===== src/rtl/mem_request_arbiter.sv =====
// Two-requester round-robin arbiter in front of a RAM/ROM controller.
// Latches the winner's request, launches it, and reports done/timeout per requester.
module mem_request_arbiter #(
  parameter int unsigned ADDRESS_SIZE   = 24,
  parameter int unsigned DATA_SIZE      = 16,
  parameter int unsigned TIMEOUT_CYCLES = 255
) (
  input  logic                    clk,
  input  logic                    rst,
  input  logic                    req0,
  input  logic                    req1,
  input  logic [ADDRESS_SIZE-1:0] addr0,
  input  logic [ADDRESS_SIZE-1:0] addr1,
  input  logic [DATA_SIZE-1:0]    wdata0,
  input  logic [DATA_SIZE-1:0]    wdata1,
  input  logic                    cs0,
  input  logic                    cs1,
  input  logic                    len0,
  input  logic                    len1,
  input  logic                    op0,
  input  logic                    op1,
  output logic                    gnt0,
  output logic                    gnt1,
  output logic                    done0,
  output logic                    done1,
  output logic                    err0,
  output logic                    err1,
  output logic [DATA_SIZE-1:0]    rdata,
  output logic [ADDRESS_SIZE-1:0] mem_addr,
  output logic [DATA_SIZE-1:0]    mem_wdata,
  output logic                    mem_chipSelect,
  output logic                    mem_lengthSelect,
  output logic                    mem_opSelect,
  output logic                    mem_start,
  input  logic [DATA_SIZE-1:0]    mem_rdata,
  input  logic                    mem_ack,
  input  logic                    mem_ready
);

  typedef enum logic [1:0] {
    S_IDLE  = 2'd0,
    S_ISSUE = 2'd1,
    S_WAIT  = 2'd2,
    S_DONE  = 2'd3
  } state_t;

  localparam logic [15:0] TIMEOUT_LIMIT = 16'(TIMEOUT_CYCLES);
  localparam bit          TIMEOUT_EN    = (TIMEOUT_CYCLES != 32'd0);

  state_t                  r_state;
  logic                    r_owner;
  logic                    r_last;
  logic [15:0]             r_cnt;
  logic [DATA_SIZE-1:0]    r_rdata;
  logic [ADDRESS_SIZE-1:0] r_addr;
  logic [DATA_SIZE-1:0]    r_wdata;
  logic                    r_cs;
  logic                    r_len;
  logic                    r_op;
  logic                    r_start;
  logic [1:0]              r_gnt;
  logic [1:0]              r_done;
  logic [1:0]              r_err;

  state_t                  w_state;
  logic                    w_owner;
  logic                    w_last;
  logic [15:0]             w_cnt;
  logic [DATA_SIZE-1:0]    w_rdata;
  logic [ADDRESS_SIZE-1:0] w_addr;
  logic [DATA_SIZE-1:0]    w_wdata;
  logic                    w_cs;
  logic                    w_len;
  logic                    w_op;
  logic                    w_start;
  logic [1:0]              w_gnt;
  logic [1:0]              w_done;
  logic [1:0]              w_err;
  logic                    w_sel;
  logic                    w_timeout;

  // On a tie the requester that was not served last wins.
  assign w_sel     = (req0 && req1) ? ~r_last : req1;
  assign w_timeout = TIMEOUT_EN && ((r_cnt + 16'd1) == TIMEOUT_LIMIT);

  // Next-state and next-register values; every output is registered.
  always_comb begin
    w_state = r_state;
    w_owner = r_owner;
    w_last  = r_last;
    w_cnt   = r_cnt;
    w_rdata = r_rdata;
    w_addr  = r_addr;
    w_wdata = r_wdata;
    w_cs    = r_cs;
    w_len   = r_len;
    w_op    = r_op;
    w_start = 1'b0;
    w_gnt   = 2'b00;
    w_done  = 2'b00;
    w_err   = 2'b00;
    case (r_state)
      S_IDLE: begin
        if (mem_ready && (req0 || req1)) begin
          w_state = S_ISSUE;
          w_owner = w_sel;
          w_addr  = w_sel ? addr1  : addr0;
          w_wdata = w_sel ? wdata1 : wdata0;
          w_cs    = w_sel ? cs1    : cs0;
          w_len   = w_sel ? len1   : len0;
          w_op    = w_sel ? op1    : op0;
          w_gnt   = {w_sel, ~w_sel};
          w_start = 1'b1;
        end else begin
          w_state = S_IDLE;
        end
      end
      S_ISSUE: begin
        w_state = S_WAIT;
        w_cnt   = 16'd0;
      end
      S_WAIT: begin
        // An ack in the same cycle as the timeout takes priority.
        if (mem_ack) begin
          w_state = S_DONE;
          w_done  = {r_owner, ~r_owner};
          w_last  = r_owner;
          if (!r_op) begin
            w_rdata = mem_rdata;
          end else begin
            w_rdata = r_rdata;
          end
        end else if (w_timeout) begin
          w_state = S_IDLE;
          w_err   = {r_owner, ~r_owner};
          w_last  = r_owner;
        end else begin
          w_cnt = r_cnt + 16'd1;
        end
      end
      S_DONE: begin
        w_state = S_IDLE;
      end
      default: begin
        w_state = S_IDLE;
      end
    endcase
  end

  // State and datapath registers; reset abandons any transaction in flight.
  always_ff @(posedge clk or negedge rst) begin
    if (!rst) begin
      r_state <= S_IDLE;
      r_owner <= 1'b0;
      r_last  <= 1'b1;
      r_cnt   <= 16'd0;
      r_rdata <= '0;
      r_addr  <= '0;
      r_wdata <= '0;
      r_cs    <= 1'b0;
      r_len   <= 1'b0;
      r_op    <= 1'b0;
      r_start <= 1'b0;
      r_gnt   <= 2'b00;
      r_done  <= 2'b00;
      r_err   <= 2'b00;
    end else begin
      r_state <= w_state;
      r_owner <= w_owner;
      r_last  <= w_last;
      r_cnt   <= w_cnt;
      r_rdata <= w_rdata;
      r_addr  <= w_addr;
      r_wdata <= w_wdata;
      r_cs    <= w_cs;
      r_len   <= w_len;
      r_op    <= w_op;
      r_start <= w_start;
      r_gnt   <= w_gnt;
      r_done  <= w_done;
      r_err   <= w_err;
    end
  end

  assign gnt0             = r_gnt[0];
  assign gnt1             = r_gnt[1];
  assign done0            = r_done[0];
  assign done1            = r_done[1];
  assign err0             = r_err[0];
  assign err1             = r_err[1];
  assign rdata            = r_rdata;
  assign mem_addr         = r_addr;
  assign mem_wdata        = r_wdata;
  assign mem_chipSelect   = r_cs;
  assign mem_lengthSelect = r_len;
  assign mem_opSelect     = r_op;
  assign mem_start        = r_start;

endmodule


===== config.mk =====
export PLATFORM = sky130hd
export DESIGN_NAME = mem_request_arbiter
export DESIGN_NICKNAME = d
export VERILOG_FILES = /design/src/rtl/mem_request_arbiter.sv
export SDC_FILE = /design/constraint.sdc
export NUM_CORES = 1
export LEC_CHECK = 0
export CAP_MARGIN = 10
export CORE_MARGIN = 3
export CORE_UTILIZATION = 32
export CTS_CLUSTER_DIAMETER = 60
export DETAILED_ROUTE_END_ITERATION = 16
export GPL_ROUTABILITY_DRIVEN = 0
export HOLD_SLACK_MARGIN = 0.15
export PLACE_DENSITY_LB_ADDON = 0.1
export SYNTH_ARGS = -nofsm -noshare
export SYNTH_HDL_FRONTEND = slang
export SYNTH_SLANG_ARGS = --single-unit
export TNS_END_PERCENT = 10

===== constraint.sdc =====
create_clock -name clk -period 3.6 [get_ports clk]
set_clock_uncertainty 0.1 [all_clocks]
set_input_delay 1.08 -clock clk [delete_from_list [all_inputs] [get_ports clk]]
set_output_delay 1.08 -clock clk [all_outputs]
set_load 0.005 [all_outputs]

Word level (Yosys, flattened, before mapping). Index checks and enable logic that the tools add are counted.

Flip-flop bits (word level): 86. Input bits: 108. Output and inout port bits: 66. Word-level logic and storage cells: 60.

Add/subtract/negate cells: 1. Equality and inequality tests: 7. Muxes and demuxes: 24. Bitwise logic cells: 4. Reductions and logical operators: 10.

Operators by type and width (count): 16-bit 2-to-1 mux (3); 16-bit case mux with 2 select lines (1); 24-bit 2-to-1 mux (1); 2-bit 2-to-1 mux (9); 16-bit by 1-bit adder with 16-bit output, second input constant (1); 16-bit by 8-bit equality test with 1-bit output, second input constant (1); 1-bit 2-to-1 mux (9); 2-bit case mux with 4 select lines (1); 3-bit AND reduction (2); 2-bit equality test, second input constant (2); 2-bit inequality test, second input constant (2); 1-bit NOT (4); 2-bit AND reduction (2); 2-bit nonzero test (2); 3-bit inequality test, second input constant (1); 2-bit by 1-bit equality test with 1-bit output, second input constant (1); 1-bit logical AND (2); 2-bit zero test (1); 1-bit logical OR (1).

Depth between registers and ports, before layout.
Depth after elaboration: 5. Gate-level depth with buffers: 8. Depth with buffers taken out: 7.

Worst setup path before layout. OpenSTA, ideal clock, no wires.

Path kind: input port to flip-flop. Start point: input mem_ack. End point: register r_rdata[10] (netlist: rdata[10]). Setup time: 0.125 ns. Arrival time: 2.427 ns. Required time: 3.375 ns. Setup slack: 0.948 ns. Stages on the path: 5. Buffers on the path: 2. Cells stage by stage: clkbuf_1 nand2_1 nor2_1 buf_2 mux2_2.

Longest elaborated chain between the ends: 1.

RTL lines: start, declared (line 36) `input logic mem_ack,`; 3-bit AND reduction (no source line); end signal, assigned (line 172) `r_rdata <= w_rdata;`; end, declared (line 54) `logic [DATA_SIZE-1:0] r_rdata;`.

No other way between the ends. A chain may end at the register's enable or synchronous reset.

Worst setup path after layout.
Start point: input mem_ack. End point: register r_rdata[3] (netlist: rdata[3]).

Same word-level chain as after synthesis.

==> summary.txt <==
GRT
  – GRT Overall Usage: 0.168
  – Global-route wire length before repair: about 19000 um
  – GRT Residual Overflow: 0
  – Antenna violations before repair: 0
  – Largest net degree at the start of global routing: 66
  – Number of global-route vias before repair: around 3700

Synthesis
  – Avg Cell Area, Syn: 10.1 um^2
  – Sequential share of the synthesized area: 0.511
  – Cell Area, Synth: between 0.004 and 0.005 mm^2
  – Synth unique cells: between 50 and 60
  – Number of synthesized flops with an enable pin: 0
  – Synth warn: 0
  – Top post-synthesis cells by count: dfrtp_1, nand2_1, o21ai_0, mux2i_1, nor2_1
  – Top post-synthesis cells by area: dfrtp_1, mux2i_1, o21ai_0
  – Most frequent cell after synthesis: dfrtp_1
  – Synthesized Nets: roughly 530
  – Async SR Flop Fraction: 1.00
  – Syn Inst Count: around 420
  – Post-synth top area share: 0.505
  – Synth area leader: dfrtp_1
  – Number of synthesized register bits: 86
  – Synth Flop Type: dfrtp_1

Drt
  – DRT Pass-1 Iters: 4
  – Vias per cell: 4.90
  – M1 wire length: 4870 um
  – Drc violations: 0
  – Initial DRC count: about 180
  – Drt wl/cell: approximately 16 um
  – Antenna-violating nets left: 0
  – Drt total wl: 12100 um
  – Via count: about 3700
  – Met2 Routed Length: approximately 5900 um
  – Uppermost layer routed: met4
  – Met3 Routed Length: 1080 um

Worst hold path
  – Worst Hold Class: reg2reg

Pwr
  – Lkg Pwr: ~2.7 nW
  – P per Cell Area: 673 mW/mm^2
  – Total power: about 4.4 mW
  – Peak VDD IR: 0.000253 V

STA
  – Max Freq: 372 MHz
  – RSZ-0062 raised after global routing: false
  – Fin worst setup slack: 0.913 ns
  – Worst hold margin: 0.377 ns
  – Setup total negative slack: 0 ns
  – Final Hold Fails: 0
  – Final Critical Period: 2.69 ns
  – Endpoints failing setup: 0
  – Final period util: 0.746
  – Worst rel slew slack: 0.536
  – Final Max Tran Viols: 0
  – Actual slew at the worst max-slew pin: between 0.6 and 0.7 ns

CTS
  – Clock tree sinks: 86
  – CTS clock-pin slew for the worst setup and hold paths: about 0.060 ns
  – CTS Root Cell: clkbuf_16
  – TritonCTS clock tree: done
  – PostCTS Resize Cnt: 0
  – Clk_lat worst skew: around 0.34 ns
  – Post-CTS Setup Inserts: 0
  – Hold_buf cts: 0
  – Worst-case clock buffer depth: 2
  – Max H-tree Level: 3
  – Inserted Clock Buffers: 9

Placed design
  – Hpwl dp: roughly 9000 um
  – # port buffers: about 170
  – Post-place setup slack: roughly 0.54 ns

Floorplanning
  – Initial Utilization: 0.331
  – IO Count: ~170
  – Full die area: ~0.015 mm^2
  – Rows: 41
  – Core area: around 0.013 mm^2
  – DIE WIDTH: between 100 and 150 um
  – Chip height: 121 um

Setup path
  – Crit end category: flip-flop
  – Kind of critical path: in2reg
  – WP data required: between 3 and 4 ns
  – Crit path DAT: around 2.8 ns
  – Worst setup SP type: primary input
  – Crit-path max FO: 14

Finish
  – Share of cells above drive strength 1: 0.0856
  – # fillers: 1227
  – Layout Nets: 689
  – Core Util, Final: 0.509
  – Area taken by multi-input logic gates: between 0.0015 and 0.002 mm^2
  – Register area: approximately 0.0022 mm^2
  – Area Growth Syn to Fin: 53.7%
  – Number of diodes: 0

Job
  – Max-cap violations: 0

Run status
  – Status: finished clean
[layer usage]
metal,track usage,vias to the layer above
met2,0.280,134
met4,0.0659,0
met3,0.0641,17
met5,0,-
met1,0.194,1737
li1,-,1816
[where the power goes]
group	switching (mW)	internal [mW]
Clock	0.396	0.680
Combinational	0.687	0.989
Sequential	0.261	1.34
Total	1.34	3.01
[registers in the layout, summed over array words and instances (netlist names)]
name / cells
r_cnt: 16
r_gnt: 2
r_state: 2
r_done: 2
mem_addr: 24
rdata: 16
r_last: 1
r_err: 2
mem_opSelect: 1
mem_wdata: 16
mem_start: 1
r_owner: 1
mem_chipSelect: 1
mem_lengthSelect: 1
[area by class of cell]
type                    instances  share of cell area
repair buffers                180               0.281
clock inverters                 7              0.0186
flip-flops and latches         86               0.333
clock buffers                   9              0.0348
inverters                       8             0.00464
well taps                     172              0.0333
multi-input cells             294               0.295
[layout by cell type (no fill, tap or decap), types with 9 or more instances in the layout]
cell type	n
nand2_1	64
nor2_1	18
clkdlybuf4s50_1	172
nor3_1	12
clkbuf_16	9
o21ai_0	51
dfrtp_1	85
a21oi_1	13
mux2i_1	43
mux2_2	16
[critical path: stages]
cell and delay [ns]:
clkdlybuf4s50_1 0.70, nand2_1 0.19, nor2_2 0.18, buf_4 0.28, mux2_2 0.37
[logic make-up (layout without fill, tap and decap cells)]
kind of cell,Yosys count,count (layout),synth area share
XOR/XNOR,4,4,0.00832
multiplexers,59,59,0.145
AND/OR/NAND/NOR,131,131,0.145
AO/OA/AOI/OAI,98,98,0.145
flip-flops,86,86,0.511
adder cells (fa/ha/maj),2,2,0.00594
buffers and inverters,36,204,0.0389
[worst paths after layout]
| kind | from | end | slack [ns] | depth (start not counted) |
|---|---|---|---|---|
| max | mem_ack | rdata[3] | 0.91 | 5 |
| min | mem_addr[7] | mem_addr[7] | 0.38 | 2 |
| max reg2reg | r_cnt[0] | r_cnt[2] | 0.93 | 7 |
| min reg2reg | mem_addr[7] | mem_addr[7] | 0.38 | 2 |
| max in group asynchronous | rst | r_last | 2.01 | 2 |
| min in group asynchronous | rst | r_cnt[13] | 0.69 | 1 |
[per-stage QoR]
step	cells	area, um^2
2_1_floorplan	416	4210
3_5_place_dp	740	6120
3_3_place_gp	740	6120
6_report	756	6470
4_1_cts	756	6470
5_1_grt	756	6470
No activity file was read; power rests on OpenSTA's default activity.
==> RTL change, RTL diff (same settings) <==
Reset style: synchronous (`rst`), changed in one clocked block.
--- a/src/rtl/mem_request_arbiter.sv
+++ b/src/rtl/mem_request_arbiter.sv
@@ -150,3 +150,3 @@
   // State and datapath registers; reset abandons any transaction in flight.
-  always_ff @(posedge clk or negedge rst) begin
+  always_ff @(posedge clk) begin
     if (!rst) begin
Behaviour: differs if rst is asserted again (counterexample within 4 cycles, from zero or initial values and one cycle with rst low); with rst held inactive, the same outputs for 10 cycles.
==> RTL change against the unedited design <==
Synthesized area decreased by 2.3%. Cell area down 2.9%. Wire length rose by 0.49%. Sequential cell count is the same. Setup slack worse by 0.23 ns. Highest routed layer unchanged.
Power is not compared: it rests on default switching activity, and its combinational part moved more than twofold at a synthesized area within 25%.
==> RTL change: results (changes against the unedited design) <==
Run status
  – Outcome: completed

Setup path
  – Slowest cell on crit path: nor4_2
  – Cell family with most CP delay: compound AO/OA/AOI/OAI gates
  – Worst Setup SP: r_cnt[1]$_SDFFE_PN0P_
  – Critical R2R Launch: r_cnt[1]$_SDFFE_PN0P_
  – R2R Path End: r_cnt[13]$_SDFFE_PN0P_
  – Crit path to: r_cnt[13]$_SDFFE_PN0P_
  – Crit Path Max Fanout: 13 (-1)
  – R2R setup slack: 0.68 ns (-0.25 ns)

Min path
  – Hold Crit Endpoint: rdata[10]$_SDFFE_PN0P_
  – Hold Crit Start: rdata[10]$_SDFFE_PN0P_

Global routing
  – Vias in the first global route: 3725 (+1.9%)
  – Overall routing resource usage: 16.87% (+0.099 points)
  – M2 GR Usage: 28.05% (+0.034 points)

Place
  – Post-DP HPWL: 9249 µm (+2.4%)

STA
  – Fin Hold WS: 0.3509 ns (-0.02577 ns)

Routing
  – Routed WL: 12190 µm (+0.49%)
  – Metal3 WL: 1194 µm (+10%)
  – Drt via density: 4.961 (+1.3%)
  – Met2 Wirelength: 5943 µm (+0.47%)

Layout
  – Final Net Count: 730 (+6.0%)
  – Share of cells above drive strength 1: 7.051% (-1.5 points)

Logic synthesis
  – Syn Nets: 575 (+9.3%)
  – Adder-Cell Fraction of Synth Area: 0.6083% (+0.014 points)
  – Post-synthesis xor/xnor area fraction: 0.4258% (-0.41 points)
  – Commonest cells post-synth: 86 x dfxtp_1, 60 x nor2_1, 54 x nand2_1, 48 x mux2i_1, 43 x a211oi_1
## RTL change: changes by cell type after synthesis, moves of 9 or more
cell	change
dfxtp_1	+86
dfrtp_1	-85
o21ai_0	-51
a211oi_1	+43
nor2_1	+41
mux2_2	-16
clkbuf_1	+12
nand2_1	-10
buf_2	-9
## RTL change: logic make-up (layout without fill, tap and decap cells)
kind of cell,Yosys count,in the layout
xor+xnor,2,2
flops,86,86
buf+inv,44,203
simple gates,183,183
compound gates,100,100
fa+ha+maj,2,2
mux,48,48
## RTL change: final cells by class
type	instances	area, µm²
Timing Repair Buffer	181	1817
Sequential cell	86	1722
Fill cell	1196	6028
Multi-Input combinational cell	335	2227
Inverter	7	26.28
Clock inverter	4	48.80
Clock buffer	11	232.7
Tap cell	168	210.2
## RTL change: stage by stage
stage	util, %	cell area [µm²]	cells	total power [µW]
after floorplan	-	4114	465	1261
after global placement	48.75	6002	777	1548
after detailed placement	48.75	6002	777	1552
after CTS	51.04	6284	792	2460
after global routing	51.04	6284	792	2539
final	51.04	6284	792	2420
